--- src/rtl/ab_pair_gen.sv ---
// rtl/ab_pair_gen.sv - LFSR-driven burst generator of (a, b) pairs constrained to a&b, a|b or a^b.
// Supports one-shot violation injection so downstream property checkers can be shown to fire.
module ab_pair_gen #(
  parameter int                LFSR_W = 16,
  parameter logic [LFSR_W-1:0] SEED   = 16'hACE1,
  parameter int                CNT_W  = 8
) (
  input  logic             clk,
  input  logic             rst,
  input  logic             start,
  input  logic [CNT_W-1:0] num_pairs,
  input  logic [1:0]       mode,
  input  logic             inject_err,
  output logic             a,
  output logic             b,
  output logic             valid,
  output logic             busy,
  output logic             done,
  output logic [CNT_W-1:0] pair_cnt
);

  typedef enum logic [1:0] {S_IDLE, S_RUN, S_DONE} state_t;

  localparam logic [LFSR_W-1:0] TAPS      = LFSR_W'(16'hB400);
  localparam logic [LFSR_W-1:0] SEED_SAFE = (SEED == '0) ? LFSR_W'(1) : SEED;

  state_t             state_q, state_d;
  logic [LFSR_W-1:0]  lfsr_q, lfsr_d;
  logic               err_pend_q, err_pend_d;
  logic               a_q, a_d;
  logic               b_q, b_d;
  logic [CNT_W-1:0]   cnt_q, cnt_d;
  logic [CNT_W-1:0]   n_q, n_d;
  logic [1:0]         mode_q, mode_d;
  logic               emit;
  logic [1:0]         pair_mode;
  logic               ra, rb;

  assign ra = lfsr_q[0];
  assign rb = lfsr_q[1];

  always_comb begin
    state_d    = state_q;
    lfsr_d     = lfsr_q;
    err_pend_d = err_pend_q;
    a_d        = a_q;
    b_d        = b_q;
    cnt_d      = cnt_q;
    n_d        = n_q;
    mode_d     = mode_q;
    emit       = 1'b0;
    pair_mode  = mode_q;

    // The first pair is emitted on the accepting edge, so it must use the live mode input.
    case (state_q)
      S_IDLE: begin
        if (start) begin
          n_d    = num_pairs;
          mode_d = mode;
          cnt_d  = '0;
          if (num_pairs == '0) begin
            state_d = S_DONE;
          end else begin
            emit      = 1'b1;
            pair_mode = mode;
            state_d   = S_RUN;
          end
        end
      end
      S_RUN: begin
        if (cnt_q == n_q) begin
          state_d = S_DONE;
        end else begin
          emit = 1'b1;
        end
      end
      S_DONE:  state_d = S_IDLE;
      default: state_d = S_IDLE;
    endcase

    if (emit) begin
      lfsr_d = (lfsr_q >> 1) ^ (ra ? TAPS : '0);
      cnt_d  = cnt_d + CNT_W'(1);
      case (pair_mode)
        2'd1: begin
          a_d = err_pend_q ? 1'b0 : 1'b1;
          b_d = err_pend_q ? rb   : 1'b1;
        end
        2'd2: begin
          a_d = err_pend_q ? 1'b0 : (ra | ~rb);
          b_d = err_pend_q ? 1'b0 : rb;
        end
        2'd3: begin
          a_d = ra;
          b_d = err_pend_q ? ra : ~ra;
        end
        default: begin
          a_d = ra;
          b_d = rb;
        end
      endcase
    end

    // A request arriving on an emitting edge survives the consumption and hits the next pair.
    err_pend_d = (err_pend_q & ~emit) | inject_err;
  end

  always_ff @(posedge clk) begin
    if (rst) begin
      state_q    <= S_IDLE;
      lfsr_q     <= SEED_SAFE;
      err_pend_q <= 1'b0;
      a_q        <= 1'b0;
      b_q        <= 1'b0;
      cnt_q      <= '0;
      n_q        <= '0;
      mode_q     <= 2'd0;
    end else begin
      state_q    <= state_d;
      lfsr_q     <= lfsr_d;
      err_pend_q <= err_pend_d;
      a_q        <= a_d;
      b_q        <= b_d;
      cnt_q      <= cnt_d;
      n_q        <= n_d;
      mode_q     <= mode_d;
    end
  end

  assign a        = a_q;
  assign b        = b_q;
  assign valid    = (state_q == S_RUN);
  assign busy     = (state_q == S_RUN);
  assign done     = (state_q == S_DONE);
  assign pair_cnt = cnt_q;

endmodule

--- config.mk ---
export PLATFORM = sky130hd
export DESIGN_NAME = ab_pair_gen
export DESIGN_NICKNAME = d
export VERILOG_FILES = /design/src/rtl/ab_pair_gen.sv
export SDC_FILE = /design/constraint.sdc
export NUM_CORES = 1
export LEC_CHECK = 0
export CORE_MARGIN = 3
export CORE_UTILIZATION = 45
export CTS_BUF_LIST = sky130_fd_sc_hd__clkbuf_16
export CTS_CLUSTER_DIAMETER = 100
export DETAILED_ROUTE_END_ITERATION = 8
export PLACE_DENSITY_LB_ADDON = 0.08
export REMOVE_ABC_BUFFERS = 1
export SETUP_SLACK_MARGIN = 0.05
export SLEW_MARGIN = 10
export SYNTH_ARGS = -nofsm -noshare
export SYNTH_HDL_FRONTEND = slang
export SYNTH_SLANG_ARGS = --single-unit
--- constraint.sdc ---
create_clock -name clk -period 1.9 [get_ports clk]
set_input_delay 0.19 -clock clk [delete_from_list [all_inputs] [get_ports clk]]
set_output_delay 0.19 -clock clk [all_outputs]
set_load 0.01 [all_outputs]
Word-level counts from Yosys, hierarchy flattened
Cells that the tools add are included.
- add/subtract/negate cells: 1
- $mul: 0
- divide/modulo/power cells: 0
- order comparisons: 0
- equal/unequal tests: 8
- shift operators: 0
- muxes and demuxes: 22
- bitwise logic cells: 7
- reduce and logical (&&, ||, !) cells: 4
- operators by type and width (kind ; count):
    two-way mux 8 bit ; 3
    two-way mux 16 bit ; 1
    bitwise XOR 15 x 16 -> 16 bit ; 1
    two-way mux 2 bit ; 6
    adder 8 x 1 -> 8 bit, second input constant ; 1
    equality test 8 bit ; 1
    zero test 8 bit ; 1
    two-way mux 1 bit ; 8
    equality test 2 bit, second input constant ; 3
    equality test 2 x 1 -> 1 bit, second input constant ; 2
    one-hot mux 1 bit (2 select lines) ; 2
    one-hot mux 2 bit (2 select lines) ; 1
    AND reduction 2 bit ; 2
    NOT 1 bit ; 3
    one-hot mux 1 bit (3 select lines) ; 1
    zero test 2 bit ; 1
    inequality test 2 x 1 -> 1 bit, second input constant ; 1
    inequality test 2 bit, second input constant ; 1
    bitwise OR 1 bit ; 2
    bitwise AND 1 bit ; 1
- bits in registers: 39
- bits in latches: 0
- memory bits (writable): 0
- ROM bits: 0
- input port bits: 14
- output and inout port bits: 13
- word-level logic and storage cells: 50
- memories kept: 0

Logic depth before layout (Yosys ltp)
- depth after elaboration: 7
- depth in mapped cells: 9

Worst setup path after synthesis
No wires, ideal clock.
- kind: register to register
- start point: register state_q[0]
- end point: register a_q, in the netlist a
- arrival: 2.030 ns
- path slack: -0.197 ns
- cell stages (with the launch flop): 8
- path buffers: 1
- period minus slack after synthesis: 2.097 ns
- cells stage by stage: dfxtp_1 or3b_1 buf_6 a21oi_4 mux2i_1 mux2_1 a311o_1 a21oi_2
- cells in the longest elaborated chain, start to end: 4
- RTL lines (what ; RTL line ; source):
    start, declared ; 27 ; state_t state_q, state_d;
    start signal, assigned ; 119 ; state_q <= state_d;
    zero test 2 bit ; 55 ; case (state_q)
    two-way mux 2 bit ; 55 ;
    equality test 2 bit / equality test 2 x 1 -> 1 bit (equally long branches) ; 84 ; case (pair_mode)
    one-hot mux 1 bit (2 select lines) ; 84 ;
    end signal, assigned ; 113 ; a_q <= 1'b0;
    end signal, assigned ; 122 ; a_q <= a_d;
    end, declared ; 30 ; logic a_q, a_d;
Several ways; a longest one is shown, not always the timed one.
A chain may end at the register's enable or synchronous reset.

Worst setup path in the final report
- start point: register state_q[1]
- end point: register a_q, in the netlist a
Same word-level chain as after synthesis.

==> run_results.csv <==
group,metric,value,unit
worst_hold_path,hp-start,"num_pairs[1]",
critical_path,end_kind,"flip-flop",
routing,wirelength,3.87,mm
grt,grt_max_degree,37,
clock_tree,numCtsBuffers,5,
die,initial_core_util,0.494,
placed_design,globalplace.congestion,0.750,
sta,setup_viol_count_final,0,
routing,dr.pass1.iters,4,
critical_path,crit_type,"flip-flop to flip-flop",
sta,fmax,536,MHz
critical_path,cp.arrival,2.08,ns
sta,slew_headroom,0.785,
flow_run,maxCapViolCount,0,
clock_tree,clockBufferDepth,2,
routing,dr_total_vias,1459,
logic_synthesis,synth-seq-cells,39,
clock_tree,cts_root_buf,"clkbuf_16",
routing,viasPerCell,5.08,
power,p_per_area,1040,nW/um^2
power,leakage,1.10,nW
critical_path,cp_max_fo,2,
sta,final.period_utilization,0.981,
critical_path,cp-start-kind,"flip-flop",
die,die_h,68.1,microns
sta,period_needed,1.86,ns
critical_path,crit_required,2.12,ns
cells_and_area,drive_above_1_share,0.199,
power,p_total,0.00260,W
sta,setup-tns-final,0,ns
logic_synthesis,ys_types,37,
logic_synthesis,netlist_area,1740,sq um
grt,grt_pass1_wl,6.34,mm
die,fp-row-count,21,
sta,tightest_slew,0.319,ns
cells_and_area,stdcell_count,287,
placed_design,pre_cts_slack,-0.424,ns
grt,antenna_found_initial,0,
worst_hold_path,holdPathEnd,"n_q[1]",
worst_hold_path,holdPathStages,3,
clock_tree,clk_latency,0.28,ns
cells_and_area,fin_util,0.711,
cells_and_area,mostFrequentLayoutCells,"dfxtp_1, nand2_1, buf_4, clkdlybuf4s50_1, nor2_1",
cells_and_area,nFillCells,278,
status,status,"finished, final reports clean",
clock_tree,cts_tree,"built",
sta,drv_slew,0,
placed_design,portBuffers,26,
logic_synthesis,synth_cells,191,
grt,grt_remaining_overflow,0,
logic_synthesis,yosysWarnings,0,
cells_and_area,diodes,0,
sta,finalWorstSetupSlack,0.0357,ns
die,die_w,68.1,microns
logic_synthesis,async_reset_ff_frac,0,
clock_tree,clk_pin_slew_worst_paths,0.06,ns
grt,grt_pass1_vias,1374,
logic_synthesis,synth_area_per_cell,9.10,sq um
sta,hold_viol,0,
routing,drc,0,
cells_and_area,layout_commonest_cell,"dfxtp_1",
die,ioPinCount,27,
sta,clock_skew,0.00307,ns
routing,drtIter0Drc,80,
cells_and_area,area_delta_synth_final,44.0,%
clock_tree,postCtsSetupRepairBufs,0,
routing,antenna_left,0,
critical_path,r2r-start,"state_q[1]",
die,core-area,3520,sq um
worst_hold_path,hold_path.class,"input port to flip-flop",
placed_design,hpwl,2.72,mm
critical_path,reg2reg_depth,6,
logic_synthesis,synthFlopType,"dfxtp_1",
power,ir_drop,900,uV
clock_tree,htreeDepth,2,
grt,grt_usage,0.187,
critical_path,rr_endpoint,"a",
cells_and_area,nets,255,
routing,wl_per_cell,13.5,microns
die,die_area,4640,sq um
clock_tree,cts.sinks,39,
logic_synthesis,yosysSeqAreaShare,0.449,
logic_synthesis,synth_edf_count,0,
placed_design,dp_cells,278,
critical_path,r2r_slack,0.04,ns
sta,rsz0062_at_grt,"true",
==> metal layers <==
layer  GRT usage  part of all wire  wire (microns)  vias to the layer above
met5           0                 0               0                        -
met4      0.0819             0.017              64                        0
met3      0.0657             0.042             162                        6
met2       0.312              0.50            1930                       28
met1       0.216              0.44            1710                      679
li1            -                 -               -                      746
==> flip-flops by register name (all words and copies together), names as in the netlist <==
name / cells
lfsr_q: 16
n_q: 8
pair_cnt: 8
mode_q: 2
state_q: 2
a: 1
b: 1
err_pend_q: 1
==> metrics by stage <==
| step | cell area [sq um] | hold WS, ns |
|---|---|---|
| after global routing | 2500 | 0.242 |
| after detailed placement | 2230 | 0.452 |
| after global placement | 2230 | 0.438 |
| after CTS | 2430 | 0.464 |
| after floorplan | 1670 | 0.252 |
| final | 2500 | 0.224 |
==> where the power goes <==
group	total (W)	internal, W	switching [W]
Combinational	0.000561	0.000312	0.000249
Sequential	0.000964	0.000907	0.0000573
Clock	0.00107	0.000747	0.000324
Total	0.00260	0.00197	0.000630
==> synthesized netlist by cell type (2+ instances only) <==
cell type,count,area share
nand2_1,24,0.052
nor2_1,20,0.043
mux2i_1,14,0.081
buf_1,2,0.0043
nor2b_1,7,0.025
dfxtp_1,39,0.45
a211o_1,6,0.030
a21oi_1,12,0.035
nor4_1,5,0.018
nor3_1,2,0.0058
buf_2,3,0.0086
xnor2_1,4,0.020
nand4_1,4,0.014
xor2_1,16,0.081
clkbuf_1,6,0.013
and2_1,4,0.014
and3_1,2,0.0072
nand2b_1,2,0.0072
==> timing repair <==
action	4_1_cts	5_1_grt
pin swaps	4	7
gates cloned	0	2
endpoints found under the setup margin	20	21
hold buffers	0	0
resized for setup	5	10
==> logic make-up (layout without fill, tap and decap cells) <==
family,after synthesis,in the layout,synth area share
compound gates,28,28,0.113
xor+xnor,20,20,0.101
fa+ha+maj,1,1,0.00720
buf+inv,14,64,0.0389
flops,39,39,0.449
mux,15,15,0.0871
simple gates,74,74,0.204
==> critical path, stage by stage, from the launching register on <==
cell and delay [ns]:
dfxtp_2 0.32, or3b_4 0.41, a21oi_4 0.13, mux2i_1 0.21
mux2_1 0.34, a311o_1 0.28, a21oi_2 0.11
==> final cells by class <==
type	count	area [sq um]	share of cell area
clock buffers	5	125	0.0500
inverters	1	3.75	0.00150
clock inverters	3	63.8	0.0255
multi-input cells	138	922	0.368
repair buffers	55	546	0.218
well taps	46	57.6	0.0230
flip-flops and latches	39	785	0.313
==> worst max-delay path by stage <==
| stage | start | endpoint | slack (ns) | cells past startpoint |
|---|---|---|---|---|
| after floorplan | pair_cnt[0] | lfsr_q[0] | -0.98 | 6 |
| after global placement | start | a | -0.38 | 7 |
| after detailed placement | start | a | -0.42 | 7 |
| after CTS | state_q[1] | a | 0.02 | 6 |
| after global routing | state_q[1] | a | -0.05 | 6 |
| final | state_q[1] | a | 0.04 | 6 |
Power figures use the tool's default switching activity.
